===== config.mk =====
export PLATFORM = sky130hd
export DESIGN_NAME = data_table_arb_flat
export DESIGN_NICKNAME = d
export VERILOG_FILES = /design/src/rtl/data_table_arb.sv /design/src/rtl/data_table_arb_if.sv /design/src/flat_wrapper.sv
export SDC_FILE = /design/constraint.sdc
export NUM_CORES = 1
export LEC_CHECK = 0
export ABC_AREA = 1
export BUFFER_PORTS_ARGS = -buffer_cell sky130_fd_sc_hd__buf_2
export CAP_MARGIN = 20
export CORE_MARGIN = 2
export CORE_UTILIZATION = 47
export CTS_CLUSTER_SIZE = 8
export DETAILED_ROUTE_END_ITERATION = 10
export GPL_TIMING_DRIVEN = 0
export PLACE_DENSITY = 0.9
export REMOVE_ABC_BUFFERS = 1
export SLEW_MARGIN = 20
export SYNTH_ARGS = -nofsm -noshare
export SYNTH_HDL_FRONTEND = slang
export SYNTH_SLANG_ARGS = --single-unit

===== constraint.sdc =====
create_clock -name clk_i -period 3.01 [get_ports clk_i]
set_input_delay 0.903 -clock clk_i [delete_from_list [all_inputs] [get_ports clk_i]]
set_output_delay 0.903 -clock clk_i [all_outputs]
set_load 0.02 [all_outputs]

===== src/rtl/data_table_arb.sv =====
// Independent round-robin read/write arbiters for a shared data table; combinational grant, table access next cycle.
// Read data returns RD_LATENCY+2 cycles after grant with a one-hot owner tag; requesters hold req until granted.
package hash_table;
   localparam int TABLE_ADDR_WIDTH = 8;
   typedef logic [15:0] ram_data_t;
endpackage

module data_table_arb #(
   parameter int DIR_CNT    = 4,
   parameter int RD_LATENCY = 2,
   parameter int A_WIDTH    = hash_table::TABLE_ADDR_WIDTH,
   parameter int D_WIDTH    = $bits(hash_table::ram_data_t)
) (
   input  logic            clk_i,
   input  logic            rst_i,
   data_table_arb_if.slave bus
);
   localparam int PW = $clog2(DIR_CNT);
   localparam int PD = RD_LATENCY + 1;

   // Returns {found, index}; the nearest requester after 'last' wins because the scan runs farthest-first.
   function automatic logic [PW:0] rr_pick(input logic [DIR_CNT-1:0] req, input logic [PW-1:0] last);
      logic [PW:0]   pick;
      logic [PW-1:0] idx;
      pick = '0;
      for (int i = DIR_CNT; i >= 1; i--) begin
         idx = PW'((int'(last) + i) % DIR_CNT);
         if (req[idx]) pick = {1'b1, idx};
      end
      return pick;
   endfunction

   logic [PW-1:0]      rd_ptr, wr_ptr;
   logic [PW:0]        rd_pick, wr_pick;
   logic               rd_go, wr_go;
   logic [PW-1:0]      rd_sel, wr_sel;
   logic [A_WIDTH-1:0] tbl_rd_addr, tbl_wr_addr;
   logic [D_WIDTH-1:0] tbl_wr_data, rd_data;
   logic               tbl_rd_en, tbl_wr_en;
   logic [DIR_CNT-1:0] rd_val;
   logic [PD-1:0]      pipe_vld;
   logic [PW-1:0]      pipe_idx [PD];

   assign rd_pick = rr_pick(bus.rd_req_i, rd_ptr);
   assign wr_pick = rr_pick(bus.wr_req_i, wr_ptr);
   // Grants are suppressed while reset is held so requesters never see a phantom acceptance.
   assign rd_go   = rst_i & rd_pick[PW];
   assign wr_go   = rst_i & wr_pick[PW];
   assign rd_sel  = rd_pick[PW-1:0];
   assign wr_sel  = wr_pick[PW-1:0];

   assign bus.rd_gnt_o      = rd_go ? (DIR_CNT'(1) << rd_sel) : '0;
   assign bus.wr_gnt_o      = wr_go ? (DIR_CNT'(1) << wr_sel) : '0;
   assign bus.tbl_rd_addr_o = tbl_rd_addr;
   assign bus.tbl_rd_en_o   = tbl_rd_en;
   assign bus.tbl_wr_addr_o = tbl_wr_addr;
   assign bus.tbl_wr_data_o = tbl_wr_data;
   assign bus.tbl_wr_en_o   = tbl_wr_en;
   assign bus.rd_data_o     = rd_data;
   assign bus.rd_data_val_o = rd_val;

   always_ff @(posedge clk_i or negedge rst_i) begin
      if (!rst_i) begin
         rd_ptr      <= PW'(DIR_CNT - 1);
         wr_ptr      <= PW'(DIR_CNT - 1);
         tbl_rd_addr <= '0;
         tbl_rd_en   <= 1'b0;
         tbl_wr_addr <= '0;
         tbl_wr_data <= '0;
         tbl_wr_en   <= 1'b0;
         rd_data     <= '0;
         rd_val      <= '0;
         pipe_vld    <= '0;
         for (int k = 0; k < PD; k++) pipe_idx[k] <= '0;
      end else begin
         tbl_rd_en <= rd_go;
         tbl_wr_en <= wr_go;
         if (rd_go) begin
            rd_ptr      <= rd_sel;
            tbl_rd_addr <= bus.rd_addr_i[rd_sel*A_WIDTH +: A_WIDTH];
         end
         if (wr_go) begin
            wr_ptr      <= wr_sel;
            tbl_wr_addr <= bus.wr_addr_i[wr_sel*A_WIDTH +: A_WIDTH];
            tbl_wr_data <= bus.wr_data_i[wr_sel*D_WIDTH +: D_WIDTH];
         end
         // Last stage lines up with tbl_rd_data_i of the read issued RD_LATENCY cycles earlier.
         pipe_vld    <= {pipe_vld[PD-2:0], rd_go};
         pipe_idx[0] <= rd_sel;
         for (int k = 1; k < PD; k++) pipe_idx[k] <= pipe_idx[k-1];
         rd_val <= pipe_vld[PD-1] ? (DIR_CNT'(1) << pipe_idx[PD-1]) : '0;
         if (pipe_vld[PD-1]) rd_data <= bus.tbl_rd_data_i;
      end
   end
endmodule


===== src/rtl/data_table_arb_if.sv =====
// Requester-facing and table-facing signals of the data table arbiter, grouped for port passing.
// slave: arbiter view; master: requester/table (environment) view.
interface data_table_arb_if #(
   parameter int DIR_CNT = 4,
   parameter int A_WIDTH = 8,
   parameter int D_WIDTH = 16
);
   logic [DIR_CNT-1:0]         rd_req_i;
   logic [DIR_CNT*A_WIDTH-1:0] rd_addr_i;
   logic [DIR_CNT-1:0]         rd_gnt_o;
   logic [D_WIDTH-1:0]         rd_data_o;
   logic [DIR_CNT-1:0]         rd_data_val_o;
   logic [DIR_CNT-1:0]         wr_req_i;
   logic [DIR_CNT*A_WIDTH-1:0] wr_addr_i;
   logic [DIR_CNT*D_WIDTH-1:0] wr_data_i;
   logic [DIR_CNT-1:0]         wr_gnt_o;
   logic [A_WIDTH-1:0]         tbl_rd_addr_o;
   logic                       tbl_rd_en_o;
   logic [D_WIDTH-1:0]         tbl_rd_data_i;
   logic [A_WIDTH-1:0]         tbl_wr_addr_o;
   logic [D_WIDTH-1:0]         tbl_wr_data_o;
   logic                       tbl_wr_en_o;

   modport slave (
      input  rd_req_i, rd_addr_i, wr_req_i, wr_addr_i, wr_data_i, tbl_rd_data_i,
      output rd_gnt_o, rd_data_o, rd_data_val_o, wr_gnt_o,
             tbl_rd_addr_o, tbl_rd_en_o, tbl_wr_addr_o, tbl_wr_data_o, tbl_wr_en_o
   );

   modport master (
      output rd_req_i, rd_addr_i, wr_req_i, wr_addr_i, wr_data_i, tbl_rd_data_i,
      input  rd_gnt_o, rd_data_o, rd_data_val_o, wr_gnt_o,
             tbl_rd_addr_o, tbl_rd_en_o, tbl_wr_addr_o, tbl_wr_data_o, tbl_wr_en_o
   );
endinterface


===== src/flat_wrapper.sv =====
// flat-port wrapper written by rule: the top's interface ports become plain ports
module data_table_arb_flat 
#(
   parameter int DIR_CNT    = 4,
   parameter int RD_LATENCY = 2,
   parameter int A_WIDTH    = hash_table::TABLE_ADDR_WIDTH,
   parameter int D_WIDTH    = $bits(hash_table::ram_data_t)
)
  (clk_i, rst_i, bus_rd_req_i, bus_rd_addr_i, bus_wr_req_i, bus_wr_addr_i, bus_wr_data_i, bus_tbl_rd_data_i, bus_rd_gnt_o, bus_rd_data_o, bus_rd_data_val_o, bus_wr_gnt_o, bus_tbl_rd_addr_o, bus_tbl_rd_en_o, bus_tbl_wr_addr_o, bus_tbl_wr_data_o, bus_tbl_wr_en_o);
  data_table_arb_if #(.DIR_CNT(DIR_CNT), .A_WIDTH(A_WIDTH), .D_WIDTH(D_WIDTH)) bus_i ();
  input  logic clk_i;
  input  logic rst_i;
  input wire logic [$bits(bus_i.rd_req_i)-1:0] bus_rd_req_i;
  input wire logic [$bits(bus_i.rd_addr_i)-1:0] bus_rd_addr_i;
  input wire logic [$bits(bus_i.wr_req_i)-1:0] bus_wr_req_i;
  input wire logic [$bits(bus_i.wr_addr_i)-1:0] bus_wr_addr_i;
  input wire logic [$bits(bus_i.wr_data_i)-1:0] bus_wr_data_i;
  input wire logic [$bits(bus_i.tbl_rd_data_i)-1:0] bus_tbl_rd_data_i;
  output wire logic [$bits(bus_i.rd_gnt_o)-1:0] bus_rd_gnt_o;
  output wire logic [$bits(bus_i.rd_data_o)-1:0] bus_rd_data_o;
  output wire logic [$bits(bus_i.rd_data_val_o)-1:0] bus_rd_data_val_o;
  output wire logic [$bits(bus_i.wr_gnt_o)-1:0] bus_wr_gnt_o;
  output wire logic [$bits(bus_i.tbl_rd_addr_o)-1:0] bus_tbl_rd_addr_o;
  output wire logic [$bits(bus_i.tbl_rd_en_o)-1:0] bus_tbl_rd_en_o;
  output wire logic [$bits(bus_i.tbl_wr_addr_o)-1:0] bus_tbl_wr_addr_o;
  output wire logic [$bits(bus_i.tbl_wr_data_o)-1:0] bus_tbl_wr_data_o;
  output wire logic [$bits(bus_i.tbl_wr_en_o)-1:0] bus_tbl_wr_en_o;
  assign bus_i.rd_req_i = bus_rd_req_i;
  assign bus_i.rd_addr_i = bus_rd_addr_i;
  assign bus_i.wr_req_i = bus_wr_req_i;
  assign bus_i.wr_addr_i = bus_wr_addr_i;
  assign bus_i.wr_data_i = bus_wr_data_i;
  assign bus_i.tbl_rd_data_i = bus_tbl_rd_data_i;
  assign bus_rd_gnt_o = bus_i.rd_gnt_o;
  assign bus_rd_data_o = bus_i.rd_data_o;
  assign bus_rd_data_val_o = bus_i.rd_data_val_o;
  assign bus_wr_gnt_o = bus_i.wr_gnt_o;
  assign bus_tbl_rd_addr_o = bus_i.tbl_rd_addr_o;
  assign bus_tbl_rd_en_o = bus_i.tbl_rd_en_o;
  assign bus_tbl_wr_addr_o = bus_i.tbl_wr_addr_o;
  assign bus_tbl_wr_data_o = bus_i.tbl_wr_data_o;
  assign bus_tbl_wr_en_o = bus_i.tbl_wr_en_o;
  data_table_arb #(.DIR_CNT(DIR_CNT), .RD_LATENCY(RD_LATENCY), .A_WIDTH(A_WIDTH), .D_WIDTH(D_WIDTH)) u_core (.clk_i(clk_i), .rst_i(rst_i), .bus(bus_i));
endmodule

==> results of run 1 <==
==> worst max-delay path, stage by stage <==
cell and delay (ns):
buf_2 0.10, inv_1 0.07, o21ai_2 0.18, nor2_2 0.08, buf_6 0.13, nor2_4 0.14
nand3_4 0.13, nand2_8 0.14, nand2_8 0.07, nor2_4 0.12, buf_6 0.12
==> logic make-up after synthesis <==
kind of cell	share of synthesized area
AND/OR/NAND/NOR	0.407
flip-flops	0.385
AO/OA/AOI/OAI	0.0372
buffers and inverters	0.171
==> sequential cells by signal, summed over array words and instances (netlist names) <==
signal,count
u_core.bus.rd_data_o,16
u_core.bus.tbl_wr_data_o,16
u_core.bus.tbl_rd_addr_o,8
u_core.bus.tbl_wr_addr_o,8
u_core.pipe_idx,6
u_core.bus.rd_data_val_o,4
u_core.pipe_vld,3
u_core.rd_ptr,2
u_core.wr_ptr,2
u_core.bus.tbl_wr_en_o,1
==> worst max path at each step <==
stage / cells past startpoint / start / to
after global routing: 12 / u_core.wr_ptr[0] / bus_wr_gnt_o[3]
after detailed placement: 10 / bus_wr_req_i[2] / bus_wr_gnt_o[3]
after global placement: 6 / rst_i / bus_wr_gnt_o[3]
after floorplan: 8 / bus_wr_req_i[3] / bus_wr_gnt_o[0]
final: 11 / bus_wr_req_i[2] / bus_wr_gnt_o[3]
after CTS: 12 / u_core.wr_ptr[0] / bus_wr_gnt_o[3]
==> final cells by class <==
class	count	share of cell area
tap	108	0.0211
clock inverter	7	0.0119
timing repair buffer	264	0.243
sequential	66	0.258
multi-input combinational	442	0.357
inverter	145	0.0895
clock buffer	9	0.0193
==> cells in the mapped netlist, types with 2 or more instances <==
| cell | instances |
|---|---|
| nand2_2 | 6 |
| clkbuf_1 | 5 |
| dfrtp_1 | 62 |
| buf_2 | 10 |
| inv_2 | 7 |
| buf_4 | 4 |
| nand3_1 | 110 |
| o21ai_1 | 2 |
| nand2_1 | 273 |
| buf_6 | 8 |
| nor3_1 | 6 |
| dfstp_2 | 4 |
| o21ai_0 | 3 |
| o211ai_1 | 12 |
| nor2_2 | 2 |
| a21oi_1 | 3 |
| nand2_4 | 2 |
| clkinv_1 | 2 |
| nor2_1 | 12 |
| inv_1 | 136 |
| nand3_2 | 2 |
==> stage by stage <==
stage	TNS (ns)	hold slack (ns)	setup WS [ns]
after floorplan	-2.15	0.331	-0.527
after global placement	-31.84	0.332	-1.71
after detailed placement	-12.76	0.335	-1.17
after CTS	-0.0152	0.342	-0.00785
after global routing	-0.768	0.353	-0.134
final	-0.302	0.339	-0.0848
==> power groups by stage <==
stage	combinational (mW)	clock, mW	sequential (mW)
floorplan	2.44	0	1.78
global placement	3.78	0	1.45
detailed placement	3.88	0	1.46
CTS	4.84	0.786	1.44
global route	6.22	0.830	1.49
finish	5.78	0.774	1.46
==> repair_timing <==
| action | 4_1_cts | 5_1_grt |
|---|---|---|
| buffers inserted | 23 | 23 |
| pin swaps | 12 | 31 |
| setup endpoints to repair | 31 | 8 |
| resized for setup | 53 | 63 |
| cloned | 7 | 0 |
==> layer usage <==
layer | global-route usage | vias up
met5 | 0 | -
met4 | 0.112 | 0
met3 | 0.0548 | 38
met2 | 0.509 | 299
met1 | 0.367 | 2466
li1 | - | 2547
==> cells in the final DEF, fill, tap and decap left out, types with 5 or more instances in the layout <==
cell	n
nand2_1	240
nor2_2	5
clkbuf_8	9
buf_4	45
nand2_2	23
dfrtp_1	62
inv_1	132
nor2_1	6
buf_6	10
inv_2	5
nand3_1	106
nand2_8	6
buf_2	206
o211ai_1	12
nand2_4	17
nand3_2	5
==> results.json, run 1 <==
{
  "grt_remaining_overflow": 0,
  "cap_violations": 0,
  "violations": "negative setup slack",
  "clk_latency_ns": 0.35,
  "ff2ff_setup_slack_ns": 0.47,
  "wl_per_cell_um": 15.1,
  "area_growth_pct": 49.2,
  "synth_cells": 675,
  "tritoncts": "yes",
  "route.met2.wl_mm": 7.81,
  "rr_startpoint": "u_core.wr_ptr[0]",
  "core_um2": 8810,
  "ys_ff_latch": 66,
  "viasPerCell": 5.14,
  "routed_wl_mm": 15.7,
  "fin_skew_ns": 0.0128,
  "async_flop_share": 1.00,
  "synth.avg_cell_area_um2": 6.37,
  "fmax_mhz": 323,
  "min_period_ns": 3.09,
  "r2r_end": "u_core.bus.tbl_wr_addr_o[0]",
  "row_count": 34,
  "clockPowerShare": 0.097,
  "wl_met3_mm": 1.36,
  "hold_buffers": 0,
  "ant_nets": 0,
  "die_w_um": 99.7,
  "powerDensity_nw_per_um2": 1250,
  "ir_drop_mv": 0.700,
  "ctsHtreeMaxLevel": 3,
  "fillers": 699,
  "power_frac_comb": 0.721,
  "min_from": "u_core.pipe_idx[5]",
  "end_kind": "output port",
  "startpoint_type": "primary input",
  "synthTopCellsByArea": "dfrtp_1, nand2_1, nand3_1",
  "place_area_um2": 5360,
  "cp.required_ns": 2.11,
  "grt_pass1_vias": 4898,
  "drcViolationCount": 0,
  "hold_viol": 0,
  "cts_buffer_depth": 2,
  "fin_area_um2": 6420,
  "start_util": 0.489,
  "synth.top_cell.area_share": 0.361,
  "ys.flop_type": "dfrtp_1",
  "power.total_mw": 8.02,
  "regArea_um2": 1660,
  "tightest_slew_ns": 0.575,
  "slew_violations": 0,
  "multiInputGateArea_um2": 2290,
  "dr.pass1.iters": 6,
  "rsz0062_at_grt": "true",
  "power.switching_mw": 4.31,
  "clockRootBuffer": "clkbuf_8",
  "cts_buffers": 9,
  "layout_setup_ws_ns": -0.0848,
  "yosysWarnings": 0,
  "ys_seq_area_frac": 0.385,
  "routed.top_layer": "met4",
  "grt_usage": 0.295,
  "crit_fanout": 5,
  "synth_cell_types": 25,
  "die_area_um2": 9940,
  "relSlewSlack": 0.616,
  "wl_met1_mm": 6.17,
  "min_path_cells": 0,
  "pwr-share-seq": 0.182,
  "whs_endpoint": "u_core.pipe_idx[3]",
  "cts.clk_slew.worst_paths_ns": 0.08,
  "drive_above_1_share": 0.391,
  "min_path_type": "reg -> reg",
  "period_share": 1.03,
  "grt_first_pass_wirelength_mm": 23.0,
  "setup_violations": 4,
  "dr.first_iter.drc_count": 314,
  "antenna_found_initial": 0,
  "status": "complete, but fails checks",
  "nets": 1082,
  "grt_start_max_net_pins": 31,
  "cts_sinks": 66,
  "swShare": 0.538,
  "power_leakage_nw": 3.99,
  "ff2ff_path_depth": 12,
  "cp.arrival_ns": 2.19,
  "p_int_mw": 3.71,
  "synth_area_um2": 4300,
  "finalNonFillerCells": 1041,
  "routabilityCongestion": 0.857,
  "io_pins": 216,
  "worstSetupPathType": "in -> out",
  "diodes": 0,
  "chipHeight_um": 99.7,
  "post-route-util": 0.729,
  "dp.cells": 972,
  "num_vias": 5350,
  "dpl.hpwl_mm": 8.64,
  "synth_edf_count": 0,
  "portBuffers": 215,
  "synth_top_area_cell": "dfrtp_1"
}
Note: power is estimated with default switching activity, not from simulation.
==> run 2: changes to the inputs <==
clock period = 3.2 ns   (was 3.01 ns; I/O delays follow)
==> run 2 against run 1 <==
Compared with the run above:
- the run now ends clean
- clock-buffer cell count stayed put
- highest routed layer unchanged
- register-to-register slack improved by 0.32 ns
- setup slack improved by 0.092 ns
- total power fell by 16%
- utilization decreased by 4.2 points
- die area unchanged
- design area down 5.7%
- sequential power is 7% lower
- first-iteration DRC count shrank 7.0%
- clock skew up 0.00096 ns
- critical endpoint is now bus_wr_gnt_o[0]
- worst hold slack worse by 0.0040 ns
==> results.json, run 2 (synthesis gave the netlist of run 1 again) <==
{
  "clk_latency_ns": 0.35,
  "power_frac_comb": 0.690,
  "critPathCapture": "bus_wr_gnt_o[0]",
  "grt_start_max_net_pins": 31,
  "swShare": 0.542,
  "nets": 1060,
  "place_area_um2": 5360,
  "crit_start": "bus_wr_req_i[3]",
  "die_area_um2": 9940,
  "setup_violations": 0,
  "grt_first_pass_wirelength_mm": 22.5,
  "hold_viol": 0,
  "dr.pass1.iters": 5,
  "slew_violations": 0,
  "portBuffers": 215,
  "min_path_type": "reg -> reg",
  "powerDensity_nw_per_um2": 1120,
  "chipHeight_um": 99.7,
  "drcViolationCount": 0,
  "rsz0062_at_grt": "true",
  "area_growth_pct": 40.6,
  "num_vias": 5077,
  "crit_fanout": 19,
  "clockPowerShare": 0.108,
  "p_int_mw": 3.09,
  "dr.first_iter.drc_count": 292,
  "io_pins": 216,
  "cts.clk_slew.worst_paths_ns": 0.08,
  "grt_pass1_vias": 4790,
  "finalNonFillerCells": 1019,
  "cts_buffer_depth": 2,
  "tritoncts": "yes",
  "startpoint_type": "primary input",
  "min_period_ns": 3.19,
  "pwr-share-seq": 0.202,
  "cap_violations": 0,
  "relSlewSlack": 0.618,
  "cp.arrival_ns": 2.23,
  "ant_nets": 0,
  "worstSetupPathType": "in -> out",
  "core_um2": 8810,
  "period_share": 0.998,
  "pre_cts_ws_ns": -1.09,
  "row_count": 34,
  "rr_startpoint": "u_core.wr_ptr[0]",
  "power.total_mw": 6.75,
  "tightest_slew_ns": 0.572,
  "die_w_um": 99.7,
  "hold_buffers": 0,
  "end_kind": "output port",
  "drive_above_1_share": 0.351,
  "layout.cells.most_common_list": "nand2_1, buf_2, inv_1",
  "routabilityCongestion": 0.857,
  "layout_commonest_cell": "nand2_1",
  "cts_buffers": 9,
  "fin_area_um2": 6050,
  "min_path_cells": 0,
  "ff2ff_setup_slack_ns": 0.79,
  "status": "finished, final reports clean",
  "min_from": "u_core.pipe_idx[5]",
  "start_util": 0.489,
  "ir_drop_mv": 0.689,
  "cp.required_ns": 2.24,
  "viasPerCell": 4.98,
  "diodes": 0,
  "layout_setup_ws_ns": 0.00749,
  "fin_skew_ns": 0.0137,
  "ff2ff_path_depth": 12,
  "clockRootBuffer": "clkbuf_8",
  "dp.cells": 972,
  "grt_usage": 0.286,
  "wl_per_cell_um": 13.9,
  "cts_sinks": 66,
  "dpl.hpwl_mm": 8.64,
  "routed_wl_mm": 14.2,
  "ctsHtreeMaxLevel": 3,
  "power_leakage_nw": 3.84,
  "antenna_found_initial": 0,
  "power.switching_mw": 3.66,
  "grt_remaining_overflow": 0,
  "tns_ns": 0,
  "r2r_end": "u_core.bus.tbl_wr_addr_o[0]",
  "fmax_mhz": 313
}
run 2: cell types whose count changed in the layout (fill, tap and decap cells not counted), sizes merged:
| cell | delta |
|---|---|
| clkinv | -1 |
| buf | -22 |
| inv | +1 |
run 2: cell type report:
cell class / count / area [um^2]
sequential: 66 / 1660
inverter: 145 / 566
fill: 763 / 2760
multi-input combinational: 442 / 2130
clock inverter: 7 / 76.3
tap: 108 / 135
clock buffer: 9 / 124
timing repair buffer: 242 / 1360
run 2: critical path, stage by stage:
cell and delay (ns):
buf_2 0.11, inv_2 0.08, o21ai_4 0.08, buf_6 0.12
nand2_1 0.08, nand2_1 0.07, inv_1 0.07, nand2_2 0.10
nand2_4 0.15, inv_8 0.09, nor3_2 0.15, buf_2 0.18
run 2: power by group through the flow:
stage,registers [mW],clock network [mW],logic [mW]
after floorplan,1.68,0,2.30
after global placement,1.37,0,3.56
after detailed placement,1.38,0,3.65
after CTS,1.35,0.740,4.32
after global routing,1.40,0.783,5.10
final,1.36,0.730,4.65
run 2: what timing repair did:
item,4_1_cts,5_1_grt
setup endpoints to repair,8,8
gates resized for setup,25,42
pin swaps,10,5
endpoints found under the hold margin,0,0
setup buffers,15,10
cloned,7,0
run 2: worst min-delay path by stage:
stage	to	slack, ns
3_5_place_dp	u_core.pipe_idx[2]	0.33
5_1_grt	u_core.pipe_idx[1]	0.35
6_report	u_core.pipe_idx[3]	0.33
3_3_place_gp	u_core.pipe_idx[0]	0.33
2_1_floorplan	u_core.pipe_idx[0]	0.33
4_1_cts	u_core.pipe_idx[3]	0.34
run 2: stage by stage:
| stage | util | hold WS [ns] |
|---|---|---|
| after floorplan | - | 0.331 |
| after global placement | 0.604 | 0.332 |
| after detailed placement | 0.609 | 0.335 |
| after CTS | 0.667 | 0.342 |
| after global routing | 0.687 | 0.353 |
| final | 0.687 | 0.335 |
run 2: per-layer routing:
metal	vias to the layer above	share of wire	GRT usage	routed length, um
met5	-	0	0	0
li1	2499	-	-	-
met2	236	0.50	0.498	7060
met4	0	0.019	0.110	270
met1	2317	0.40	0.356	5740
met3	25	0.079	0.0485	1110
